===== src/rtl/mem_arbiter_pkg.sv =====
// mem_arb_pkg: shared types and constants for the memory arbiter slice.
//   state_t : arbiter sequencer states (IDLE = 0, ISSUE = 1, RDWAIT = 2)
//   REQ_DP  : requester id of the processor data path
//   REQ_LD  : requester id of the loader/debug port
package mem_arb_pkg;

  typedef enum logic [1:0] {
    IDLE   = 2'd0,
    ISSUE  = 2'd1,
    RDWAIT = 2'd2
  } state_t;

  localparam logic REQ_DP = 1'b0;
  localparam logic REQ_LD = 1'b1;

endpackage


===== src/rtl/mem_arbiter_if.sv =====
// mem_arbiter_if: bundles the two requester handshakes and the memory port
// pair of the arbiter.
//   requester side : req/we/addr/wdata in, gnt/rvalid/rdata out (x2)
//   memory side    : mem_write/mem_waddr/mem_raddr/mem_din out, mem_dout in
// Modports:
//   slave  - the arbiter itself
//   master - the environment (requesters plus memory)
interface mem_arbiter_if #(
  parameter int width  = 32,
  parameter int awidth = 5
) ();

  logic              req0,    req1;
  logic              we0,     we1;
  logic [awidth-1:0] addr0,   addr1;
  logic [width-1:0]  wdata0,  wdata1;
  logic              gnt0,    gnt1;
  logic              rvalid0, rvalid1;
  logic [width-1:0]  rdata0,  rdata1;

  logic              mem_write;
  logic [awidth-1:0] mem_waddr;
  logic [awidth-1:0] mem_raddr;
  logic [width-1:0]  mem_din;
  logic [width-1:0]  mem_dout;

  modport slave (
    input  req0, req1, we0, we1, addr0, addr1, wdata0, wdata1, mem_dout,
    output gnt0, gnt1, rvalid0, rvalid1, rdata0, rdata1,
           mem_write, mem_waddr, mem_raddr, mem_din
  );

  modport master (
    output req0, req1, we0, we1, addr0, addr1, wdata0, wdata1, mem_dout,
    input  gnt0, gnt1, rvalid0, rvalid1, rdata0, rdata1,
           mem_write, mem_waddr, mem_raddr, mem_din
  );

endinterface


===== src/rtl/mem_arbiter_rr_pick2.sv =====
// rr_pick2: combinational two-way round-robin picker.
//   req0, req1 : pending requests
//   last       : id of the requester granted most recently
//   valid      : at least one request is pending
//   winner     : id of the requester to serve next
module rr_pick2
  import mem_arb_pkg::*;
(
  input  logic req0,
  input  logic req1,
  input  logic last,
  output logic valid,
  output logic winner
);

  assign valid = req0 | req1;

  // A lone requester always wins; on a tie the one not served last wins.
  assign winner = (req0 && req1) ? ~last : (req1 ? REQ_LD : REQ_DP);

endmodule


===== src/rtl/mem_arbiter.sv =====
// mem_arbiter: two-requester round-robin arbiter and sequencer in front of a
// memory with one write port and one synchronous read port.
//   clk   : rising-edge clock
//   reset : asynchronous, active-high
//   bus   : requester handshakes and memory ports (mem_arbiter_if.slave)
// Parameters: width (data bits), depth (memory words), awidth (address bits).
// Writes take 2 cycles per access, reads 3 (the extra cycle covers the
// synchronous read latency of the memory).
module mem_arbiter
  import mem_arb_pkg::*;
#(
  parameter int width  = 32,
  parameter int depth  = 32,
  parameter int awidth = 5
) (
  input logic           clk,
  input logic           reset,
  mem_arbiter_if.slave  bus
);

  state_t            state_q,     state_d;
  logic              last_q,      last_d;
  logic              id_q,        id_d;
  logic              we_q,        we_d;
  logic              in_range_q,  in_range_d;
  logic              gnt0_q,      gnt0_d;
  logic              gnt1_q,      gnt1_d;
  logic              rvalid0_q,   rvalid0_d;
  logic              rvalid1_q,   rvalid1_d;
  logic [width-1:0]  rdata0_q,    rdata0_d;
  logic [width-1:0]  rdata1_q,    rdata1_d;
  logic              mem_write_q, mem_write_d;
  logic [awidth-1:0] mem_waddr_q, mem_waddr_d;
  logic [awidth-1:0] mem_raddr_q, mem_raddr_d;
  logic [width-1:0]  mem_din_q,   mem_din_d;

  logic              pick_valid;
  logic              pick_winner;
  logic              sel_we;
  logic [awidth-1:0] sel_addr;
  logic [width-1:0]  sel_wdata;
  logic              sel_in_range;

  rr_pick2 u_pick (
    .req0   (bus.req0),
    .req1   (bus.req1),
    .last   (last_q),
    .valid  (pick_valid),
    .winner (pick_winner)
  );

  assign sel_we       = pick_winner ? bus.we1    : bus.we0;
  assign sel_addr     = pick_winner ? bus.addr1  : bus.addr0;
  assign sel_wdata    = pick_winner ? bus.wdata1 : bus.wdata0;
  assign sel_in_range = (32'(sel_addr) < 32'(depth));

  // Grant, memory controls and the ISSUE state are all loaded on the same
  // edge that latches the winner, so every output is a flop.
  always_comb begin
    state_d     = state_q;
    last_d      = last_q;
    id_d        = id_q;
    we_d        = we_q;
    in_range_d  = in_range_q;
    gnt0_d      = 1'b0;
    gnt1_d      = 1'b0;
    rvalid0_d   = 1'b0;
    rvalid1_d   = 1'b0;
    rdata0_d    = rdata0_q;
    rdata1_d    = rdata1_q;
    mem_write_d = 1'b0;
    mem_waddr_d = mem_waddr_q;
    mem_raddr_d = mem_raddr_q;
    mem_din_d   = mem_din_q;

    case (state_q)
      IDLE: begin
        if (pick_valid) begin
          id_d        = pick_winner;
          last_d      = pick_winner;
          we_d        = sel_we;
          in_range_d  = sel_in_range;
          gnt0_d      = (pick_winner == REQ_DP);
          gnt1_d      = (pick_winner == REQ_LD);
          // Out-of-range writes are granted but never reach the memory.
          mem_write_d = sel_we & sel_in_range;
          mem_waddr_d = sel_addr;
          mem_raddr_d = sel_addr;
          mem_din_d   = sel_wdata;
          state_d     = ISSUE;
        end
      end

      ISSUE: begin
        state_d = we_q ? IDLE : RDWAIT;
      end

      RDWAIT: begin
        // mem_dout now reflects mem_raddr driven during ISSUE.
        if (id_q == REQ_DP) begin
          rdata0_d  = in_range_q ? bus.mem_dout : '0;
          rvalid0_d = 1'b1;
        end else begin
          rdata1_d  = in_range_q ? bus.mem_dout : '0;
          rvalid1_d = 1'b1;
        end
        state_d = IDLE;
      end

      default: state_d = IDLE;
    endcase
  end

  always_ff @(posedge clk or posedge reset) begin
    if (reset) begin
      state_q     <= IDLE;
      last_q      <= REQ_LD;
      id_q        <= REQ_DP;
      we_q        <= 1'b0;
      in_range_q  <= 1'b0;
      gnt0_q      <= 1'b0;
      gnt1_q      <= 1'b0;
      rvalid0_q   <= 1'b0;
      rvalid1_q   <= 1'b0;
      rdata0_q    <= '0;
      rdata1_q    <= '0;
      mem_write_q <= 1'b0;
      mem_waddr_q <= '0;
      mem_raddr_q <= '0;
      mem_din_q   <= '0;
    end else begin
      state_q     <= state_d;
      last_q      <= last_d;
      id_q        <= id_d;
      we_q        <= we_d;
      in_range_q  <= in_range_d;
      gnt0_q      <= gnt0_d;
      gnt1_q      <= gnt1_d;
      rvalid0_q   <= rvalid0_d;
      rvalid1_q   <= rvalid1_d;
      rdata0_q    <= rdata0_d;
      rdata1_q    <= rdata1_d;
      mem_write_q <= mem_write_d;
      mem_waddr_q <= mem_waddr_d;
      mem_raddr_q <= mem_raddr_d;
      mem_din_q   <= mem_din_d;
    end
  end

  assign bus.gnt0      = gnt0_q;
  assign bus.gnt1      = gnt1_q;
  assign bus.rvalid0   = rvalid0_q;
  assign bus.rvalid1   = rvalid1_q;
  assign bus.rdata0    = rdata0_q;
  assign bus.rdata1    = rdata1_q;
  assign bus.mem_write = mem_write_q;
  assign bus.mem_waddr = mem_waddr_q;
  assign bus.mem_raddr = mem_raddr_q;
  assign bus.mem_din   = mem_din_q;

endmodule


===== src/flat_wrapper.sv =====
// flat-port wrapper written by rule: the top's interface ports become plain ports
module mem_arbiter_flat import mem_arb_pkg::*;
#(
  parameter int width  = 32,
  parameter int depth  = 32,
  parameter int awidth = 5
)
  (clk, reset, bus_req0, bus_req1, bus_we0, bus_we1, bus_addr0, bus_addr1, bus_wdata0, bus_wdata1, bus_mem_dout, bus_gnt0, bus_gnt1, bus_rvalid0, bus_rvalid1, bus_rdata0, bus_rdata1, bus_mem_write, bus_mem_waddr, bus_mem_raddr, bus_mem_din);
  mem_arbiter_if #(.width(width), .awidth(awidth)) bus_i ();
  input logic clk;
  input logic reset;
  input wire logic [$bits(bus_i.req0)-1:0] bus_req0;
  input wire logic [$bits(bus_i.req1)-1:0] bus_req1;
  input wire logic [$bits(bus_i.we0)-1:0] bus_we0;
  input wire logic [$bits(bus_i.we1)-1:0] bus_we1;
  input wire logic [$bits(bus_i.addr0)-1:0] bus_addr0;
  input wire logic [$bits(bus_i.addr1)-1:0] bus_addr1;
  input wire logic [$bits(bus_i.wdata0)-1:0] bus_wdata0;
  input wire logic [$bits(bus_i.wdata1)-1:0] bus_wdata1;
  input wire logic [$bits(bus_i.mem_dout)-1:0] bus_mem_dout;
  output wire logic [$bits(bus_i.gnt0)-1:0] bus_gnt0;
  output wire logic [$bits(bus_i.gnt1)-1:0] bus_gnt1;
  output wire logic [$bits(bus_i.rvalid0)-1:0] bus_rvalid0;
  output wire logic [$bits(bus_i.rvalid1)-1:0] bus_rvalid1;
  output wire logic [$bits(bus_i.rdata0)-1:0] bus_rdata0;
  output wire logic [$bits(bus_i.rdata1)-1:0] bus_rdata1;
  output wire logic [$bits(bus_i.mem_write)-1:0] bus_mem_write;
  output wire logic [$bits(bus_i.mem_waddr)-1:0] bus_mem_waddr;
  output wire logic [$bits(bus_i.mem_raddr)-1:0] bus_mem_raddr;
  output wire logic [$bits(bus_i.mem_din)-1:0] bus_mem_din;
  assign bus_i.req0 = bus_req0;
  assign bus_i.req1 = bus_req1;
  assign bus_i.we0 = bus_we0;
  assign bus_i.we1 = bus_we1;
  assign bus_i.addr0 = bus_addr0;
  assign bus_i.addr1 = bus_addr1;
  assign bus_i.wdata0 = bus_wdata0;
  assign bus_i.wdata1 = bus_wdata1;
  assign bus_i.mem_dout = bus_mem_dout;
  assign bus_gnt0 = bus_i.gnt0;
  assign bus_gnt1 = bus_i.gnt1;
  assign bus_rvalid0 = bus_i.rvalid0;
  assign bus_rvalid1 = bus_i.rvalid1;
  assign bus_rdata0 = bus_i.rdata0;
  assign bus_rdata1 = bus_i.rdata1;
  assign bus_mem_write = bus_i.mem_write;
  assign bus_mem_waddr = bus_i.mem_waddr;
  assign bus_mem_raddr = bus_i.mem_raddr;
  assign bus_mem_din = bus_i.mem_din;
  mem_arbiter #(.width(width), .depth(depth), .awidth(awidth)) u_core (.clk(clk), .reset(reset), .bus(bus_i));
endmodule

===== config.mk =====
export PLATFORM = sky130hd
export DESIGN_NAME = mem_arbiter_flat
export DESIGN_NICKNAME = d
export VERILOG_FILES = /design/src/rtl/mem_arbiter_pkg.sv /design/src/rtl/mem_arbiter_if.sv /design/src/rtl/mem_arbiter_rr_pick2.sv /design/src/rtl/mem_arbiter.sv /design/src/flat_wrapper.sv
export SDC_FILE = /design/constraint.sdc
export NUM_CORES = 1
export LEC_CHECK = 0
export ABC_CLOCK_PERIOD_IN_PS = 7100
export CORE_ASPECT_RATIO = 1.4
export CORE_MARGIN = 1.5
export CORE_UTILIZATION = 45
export CTS_BUF_LIST = sky130_fd_sc_hd__clkbuf_4 sky130_fd_sc_hd__clkbuf_8
export DETAILED_ROUTE_END_ITERATION = 8
export GPL_ROUTABILITY_DRIVEN = 0
export PLACE_DENSITY = 0.85
export SLEW_MARGIN = 20
export SYNTH_ARGS = -nofsm -noshare
export SYNTH_HDL_FRONTEND = slang
export SYNTH_SLANG_ARGS = --single-unit
export TNS_END_PERCENT = 30

===== constraint.sdc =====
create_clock -name clk -period 7.1 [get_ports clk]
set_input_delay 1.775 -clock clk [delete_from_list [all_inputs] [get_ports clk]]
set_output_delay 1.775 -clock clk [all_outputs]
set_load 0.005 [all_outputs]

==> results.json, run 1 <==
{
  "cp-end-kind": "register",
  "post_cts_buffers": 0,
  "drive_above_1_share": 0.08374,
  "maxCapViolations": 0,
  "grt_setup_unrepaired": "false",
  "portBuffers": 222,
  "dp_cells": 727,
  "cp_cell_sequence": "clkdlybuf4s50_1 > a21boi_2 > buf_4 > mux2_4 > mux2_2",
  "yosys.area.top_type_share": 0.6039,
  "placed_area_mm2": 0.006743,
  "synth-seq-area-share": 0.6096,
  "final_core_util": 0.7011,
  "dieWidth_um": 88.45,
  "layout_common_cells": "clkdlybuf4s50_1, dfrtp_1, nand2_1",
  "numCtsBuffers": 9,
  "slowest_stage": "clkdlybuf4s50_1",
  "hold_viol": 0,
  "yosysUniqueCellTypes": 25,
  "setup_tns_ns": 0,
  "critPathLaunchType": "input port",
  "synth_area_leaders": "dfrtp_1, a221o_1, nand2_1",
  "p_int_mw": 1.969,
  "drt-total-wl_um": 11790,
  "p_switching_uw": 910.0,
  "grt_use_total": 0.2221,
  "swShare": 0.3161,
  "power.total_mw": 2.879,
  "crit_type": "input port to register",
  "yosys_warnings": 0,
  "layout_commonest_cell": "clkdlybuf4s50_1",
  "min_path_type": "register to register",
  "ctsLongestPathBuffers": 2,
  "r2r_start": "u_core.state_q[0]$_DFFE_PP0P_",
  "ff2ff_path_depth": 5,
  "syn_to_final_growth_pct": 51.71,
  "synth-seq-cells": 112,
  "start_util": 0.4621,
  "critPathMaxFanout": 39,
  "clkTransAtPathRegs_ns": 0.09,
  "firstDrtPassIters": 4,
  "syn-cell-area_mm2": 0.004599,
  "drc": 0,
  "diodes": 0,
  "worst-r2r-setup-slack_ns": 5.31,
  "syn_avg_cell_area_um2": 11.38,
  "synth_top_area_cell": "dfrtp_1",
  "pwr_density_cell_mw_per_mm2": 412.5,
  "period_minus_slack_ns": 3.141,
  "num_rows": 43,
  "clock_latency_ns": 0.37,
  "ctsResizeCount": 0,
  "ioPinCount": 223,
  "final.setup.worst_slack_ns": 3.959,
  "htreeDepth": 3,
  "power_frac_seq": 0.395,
  "antenna_found_initial": 0,
  "grt_pass1_wl_um": 18450,
  "globalRouteOverflowTotal": 0,
  "num-nets-final": 716,
  "holdWs_ns": 0.4610,
  "synth_nets": 516,
  "finalCritPeriodShare": 0.4424,
  "setup_viol": 0,
  "hold-path-cell-count": 1,
  "via_count": 3818,
  "cp_top_family": "buffers and inverters",
  "vdd_drop_max_mv": 0.2108,
  "final_cells": 744,
  "fmax_ghz": 0.3184,
  "cts-root-buf": "clkbuf_8",
  "synthCells": 404,
  "cts_sinks": 112,
  "path_depth": 5,
  "holdPathEnd": "u_core.state_q[1]$_DFFE_PP0P_",
  "status": "finished clean",
  "required_ns": 7.36,
  "slew_headroom": 0.5100,
  "critical_path_arrival_ns": 3.40,
  "r2r_end": "u_core.bus.mem_waddr[1]$_DFFE_PP0P_",
  "crit_buf_inv": 2,
  "slew_violations": 0,
  "die-area_mm2": 0.01085,
  "routed_via_density": 5.132,
  "fin_skew_ns": 0.008059,
  "drt_iter0_markers": 192,
  "min_from": "u_core.we_q$_DFFE_PP0P_",
  "ctsHoldBuffers": 0,
  "dieHeight_um": 122.6,
  "worstMarginPinSlew_ns": 0.7350,
  "grt_max_degree": 66,
  "antenna_left": 0,
  "coreArea_mm2": 0.009953,
  "total_leakage_power_nw": 3.231,
  "clkPwrFrac": 0.133,
  "cts_tree": "yes",
  "post-dp-hpwl_um": 8449,
  "max_stage_delay_ns": 0.54,
  "pre_cts_ws_ns": 3.433,
  "first_global_vias": 3932,
  "wire_per_inst_um": 15.85,
  "final_area_mm2": 0.006978,
  "share_comb_of_total_power": 0.472
}
per-layer routing:
metal | up-vias | global-route usage | routed length [µm]
li1 | 1809 | - | -
met1 | 1803 | 0.2630 | 4633
met2 | 186 | 0.3764 | 5954
met3 | 20 | 0.05918 | 924
met4 | 0 | 0.09668 | 277
met5 | - | 0 | 0
power groups by stage:
stage                     clock (mW)  sequential, mW  combinational [mW]
after global routing           0.417            1.17                1.50
after floorplan                    0            1.15               0.606
after global placement             0            1.14                1.31
after CTS                      0.391            1.14                1.36
after detailed placement           0            1.14                1.36
final                          0.383            1.14                1.36
synthesized netlist by cell type:
| master | n |
|---|---|
| and3_4 | 1 |
| o21ai_0 | 32 |
| and2_1 | 1 |
| a21o_1 | 3 |
| dfrtp_1 | 111 |
| a221o_1 | 36 |
| nand2_1 | 96 |
| or3b_1 | 1 |
| a21boi_2 | 1 |
| inv_1 | 4 |
| o21ai_1 | 15 |
| and3_1 | 36 |
| buf_6 | 15 |
| nand2b_1 | 2 |
| buf_2 | 5 |
| buf_4 | 6 |
| mux2_4 | 2 |
| nor2_2 | 1 |
| o21ai_2 | 17 |
| mux2_2 | 2 |
| nand3b_1 | 1 |
| dfstp_2 | 1 |
| o21ai_4 | 1 |
| nor3b_1 | 1 |
| clkbuf_1 | 13 |
registers in the layout, summed over array words and instances, names as in the netlist:
signal                cells
u_core.we_q               1
u_core.state_q            2
u_core.bus.mem_write      1
u_core.bus.gnt0           1
u_core.id_q               1
u_core.bus.gnt1           1
u_core.bus.mem_waddr      5
u_core.bus.rdata1        32
u_core.bus.rdata0        32
u_core.bus.rvalid1        1
u_core.in_range_q         1
u_core.bus.mem_din       32
u_core.last_q             1
u_core.bus.rvalid0        1
worst register-to-register path, delay by kind of cell (launching register included):
family                 cells  cell delay [ns]
AND/OR/NAND/NOR            1             0.11
AO/OA/AOI/OAI              2             0.62
flip-flops                 1             0.41
buffers and inverters      2             0.55
kinds of logic after synthesis:
| logic type | count (synthesis) | share of synthesized area |
|---|---|---|
| compound gates | 105 | 0.1727 |
| flops | 112 | 0.6096 |
| buf+inv | 43 | 0.06583 |
| simple gates | 140 | 0.1404 |
| mux | 4 | 0.01143 |
worst max path at each step:
stage | from | to | slack, ns
3_5_place_dp | bus_req0 | u_core.bus.mem_din[30]$_DFFE_PP0P_ | 3.43
2_1_floorplan | reset | u_core.bus.gnt0$_DFF_PP0_ | 2.37
3_3_place_gp | bus_req0 | u_core.bus.mem_din[29]$_DFFE_PP0P_ | 3.48
5_1_grt | reset | u_core.bus.rdata1[15]$_DFFE_PP0P_ | 3.82
6_report | bus_req1 | u_core.bus.mem_din[30]$_DFFE_PP0P_ | 3.96
4_1_cts | bus_req0 | u_core.bus.mem_din[30]$_DFFE_PP0P_ | 3.83
area by class of cell:
| cell class | count | area, µm² |
|---|---|---|
| clock buffers | 11 | 151.4 |
| fillers | 703 | 2975 |
| multi-input cells | 249 | 1493 |
| inverters | 4 | 17.52 |
| clock inverters | 5 | 55.05 |
| well taps | 135 | 168.9 |
| repair buffers | 228 | 2287 |
| flip-flops and latches | 112 | 2805 |
Note: power is estimated with default switching activity, not from simulation.
==> inputs of run 2 (changes only) <==
--- a/config.mk
+++ b/config.mk
@@ -5,14 +5,14 @@
 export SDC_FILE = /design/constraint.sdc
 export NUM_CORES = 1
 export LEC_CHECK = 0
-export ABC_CLOCK_PERIOD_IN_PS = 7100
+export ABC_CLOCK_PERIOD_IN_PS = 3000
 export CORE_ASPECT_RATIO = 1.4
 export CORE_MARGIN = 1.5
-export CORE_UTILIZATION = 45
+export CORE_UTILIZATION = 42
 export CTS_BUF_LIST = sky130_fd_sc_hd__clkbuf_4 sky130_fd_sc_hd__clkbuf_8
 export DETAILED_ROUTE_END_ITERATION = 8
 export GPL_ROUTABILITY_DRIVEN = 0
-export PLACE_DENSITY = 0.85
+export PLACE_DENSITY = 0.8
 export SLEW_MARGIN = 20
 export SYNTH_ARGS = -nofsm -noshare
 export SYNTH_HDL_FRONTEND = slang
==> constraint.sdc (replaced) <==
create_clock -name clk -period 3 [get_ports clk]
set_input_delay 0.75 -clock clk [delete_from_list [all_inputs] [get_ports clk]]
set_output_delay 0.75 -clock clk [all_outputs]
set_load 0.005 [all_outputs]
==> results.json, run 2 (synthesized netlist as in run 1, its figures left out) <==
{
  "post-dp-hpwl_um": 8794,
  "slew_headroom": 0.4270,
  "htreeDepth": 3,
  "min_path_type": "register to register",
  "ctsLongestPathBuffers": 2,
  "drt-total-wl_um": 11840,
  "required_ns": 3.30,
  "r2r_start": "u_core.state_q[0]$_DFFE_PP0P_",
  "num-nets-final": 720,
  "final_area_mm2": 0.006993,
  "grt_pass1_wl_um": 19150,
  "worstMarginPinSlew_ns": 0.8596,
  "diodes": 0,
  "ff2ff_path_depth": 4,
  "cts_tree": "yes",
  "critPathLaunchType": "input port",
  "total_leakage_power_nw": 3.236,
  "fin_skew_ns": 0.01200,
  "critical_path_arrival_ns": 2.39,
  "critPathMaxFanout": 26,
  "vdd_drop_max_mv": 0.8355,
  "ctsResizeCount": 0,
  "num_rows": 45,
  "slew_violations": 0,
  "dieHeight_um": 126.8,
  "numCtsBuffers": 9,
  "setup_tns_ns": 0,
  "cts-root-buf": "clkbuf_8",
  "maxCapViolations": 0,
  "grt_max_degree": 66,
  "antenna_left": 0,
  "hold-path-cell-count": 1,
  "fmax_ghz": 0.4793,
  "r2r_end": "u_core.bus.rdata0[16]$_DFFE_PP0P_",
  "firstDrtPassIters": 4,
  "globalRouteOverflowTotal": 0,
  "pre_cts_ws_ns": 0.5425,
  "ioPinCount": 223,
  "post_cts_buffers": 0,
  "clkTransAtPathRegs_ns": 0.09,
  "setup_viol": 0,
  "worst-r2r-setup-slack_ns": 1.08,
  "portBuffers": 222,
  "power.total_mw": 6.736,
  "crit_type": "input port to register",
  "layout_commonest_cell": "clkdlybuf4s50_1",
  "coreArea_mm2": 0.01075,
  "die-area_mm2": 0.01160,
  "grt_use_total": 0.2102,
  "dieWidth_um": 91.44,
  "final.setup.worst_slack_ns": 0.9137,
  "period_minus_slack_ns": 2.086,
  "layout_common_cells": "clkdlybuf4s50_1, dfrtp_1, nand2_1",
  "clock_latency_ns": 0.36,
  "status": "finished clean",
  "via_count": 3837,
  "grt_setup_unrepaired": "false",
  "placed_area_mm2": 0.006802,
  "holdPathEnd": "u_core.state_q[1]$_DFFE_PP0P_",
  "cp-end-kind": "register",
  "syn_to_final_growth_pct": 52.04,
  "drt_iter0_markers": 90,
  "wire_per_inst_um": 15.71,
  "min_from": "u_core.we_q$_DFFE_PP0P_",
  "finalCritPeriodShare": 0.6954,
  "pwr_density_cell_mw_per_mm2": 963.3,
  "ctsHoldBuffers": 0,
  "drc": 0,
  "cts_sinks": 112,
  "first_global_vias": 3963,
  "start_util": 0.4277,
  "fillCellCount": 841,
  "drive_above_1_share": 0.08809,
  "hold_viol": 0,
  "antenna_found_initial": 0,
  "routed_via_density": 5.089
}
-- run 2: area by class of cell --
cell class	count	area, µm²	area share
Sequential cell	112	2804	0.4010
Timing Repair Buffer	232	2310	0.3303
Multi-Input combinational cell	249	1493	0.2135
Tap cell	141	176.4	0.02523
Clock buffer	10	131.4	0.01879
Clock inverter	6	60.06	0.008588
Inverter	4	18.77	0.002684
-- run 2: metrics by stage --
stage / hold slack, ns / utilization / std cells
floorplan: 0.4077 / - / 404
global placement: 0.4313 / 0.6325 / 738
detailed placement: 0.4367 / 0.6325 / 738
CTS: 0.4490 / 0.6503 / 754
global route: 0.4804 / 0.6503 / 754
finish: 0.4498 / 0.6503 / 754
-- run 2: worst max-delay path by stage --
stage	start	end	slack (ns)
2_1_floorplan	reset	u_core.bus.gnt0$_DFF_PP0_	0.89
3_3_place_gp	bus_req1	u_core.bus.mem_din[21]$_DFFE_PP0P_	0.64
6_report	bus_req0	u_core.bus.mem_din[18]$_DFFE_PP0P_	0.91
3_5_place_dp	bus_req0	u_core.bus.mem_din[20]$_DFFE_PP0P_	0.54
5_1_grt	bus_req0	u_core.bus.mem_din[18]$_DFFE_PP0P_	0.80
4_1_cts	u_core.bus.mem_waddr[0]$_DFFE_PP0P_	bus_mem_raddr[0]	0.93
-- run 2: worst max-delay path, cell delays in order --
cell	delay, ns
clkdlybuf4s50_1	0.51
o21ai_4	0.59
buf_4	0.34
a221o_1	0.19
-- run 2: where the power goes --
part	leakage, nW	switching [mW]	internal [mW]
Combinational	1.77	1.23	1.96
Sequential	1.37	0.432	2.26
Clock	0.0955	0.471	0.391
Total	3.24	2.13	4.60
-- run 2: per-layer routing --
| layer | global-route usage | part of all wire | wire length (µm) | vias to the layer above |
|---|---|---|---|---|
| li1 | - | - | - | 1817 |
| met1 | 0.2497 | 0.40 | 4714 | 1823 |
| met4 | 0.08088 | 0.019 | 221 | 0 |
| met5 | 0 | 0 | 0 | - |
| met2 | 0.3630 | 0.50 | 5953 | 179 |
| met3 | 0.05456 | 0.080 | 952 | 18 |
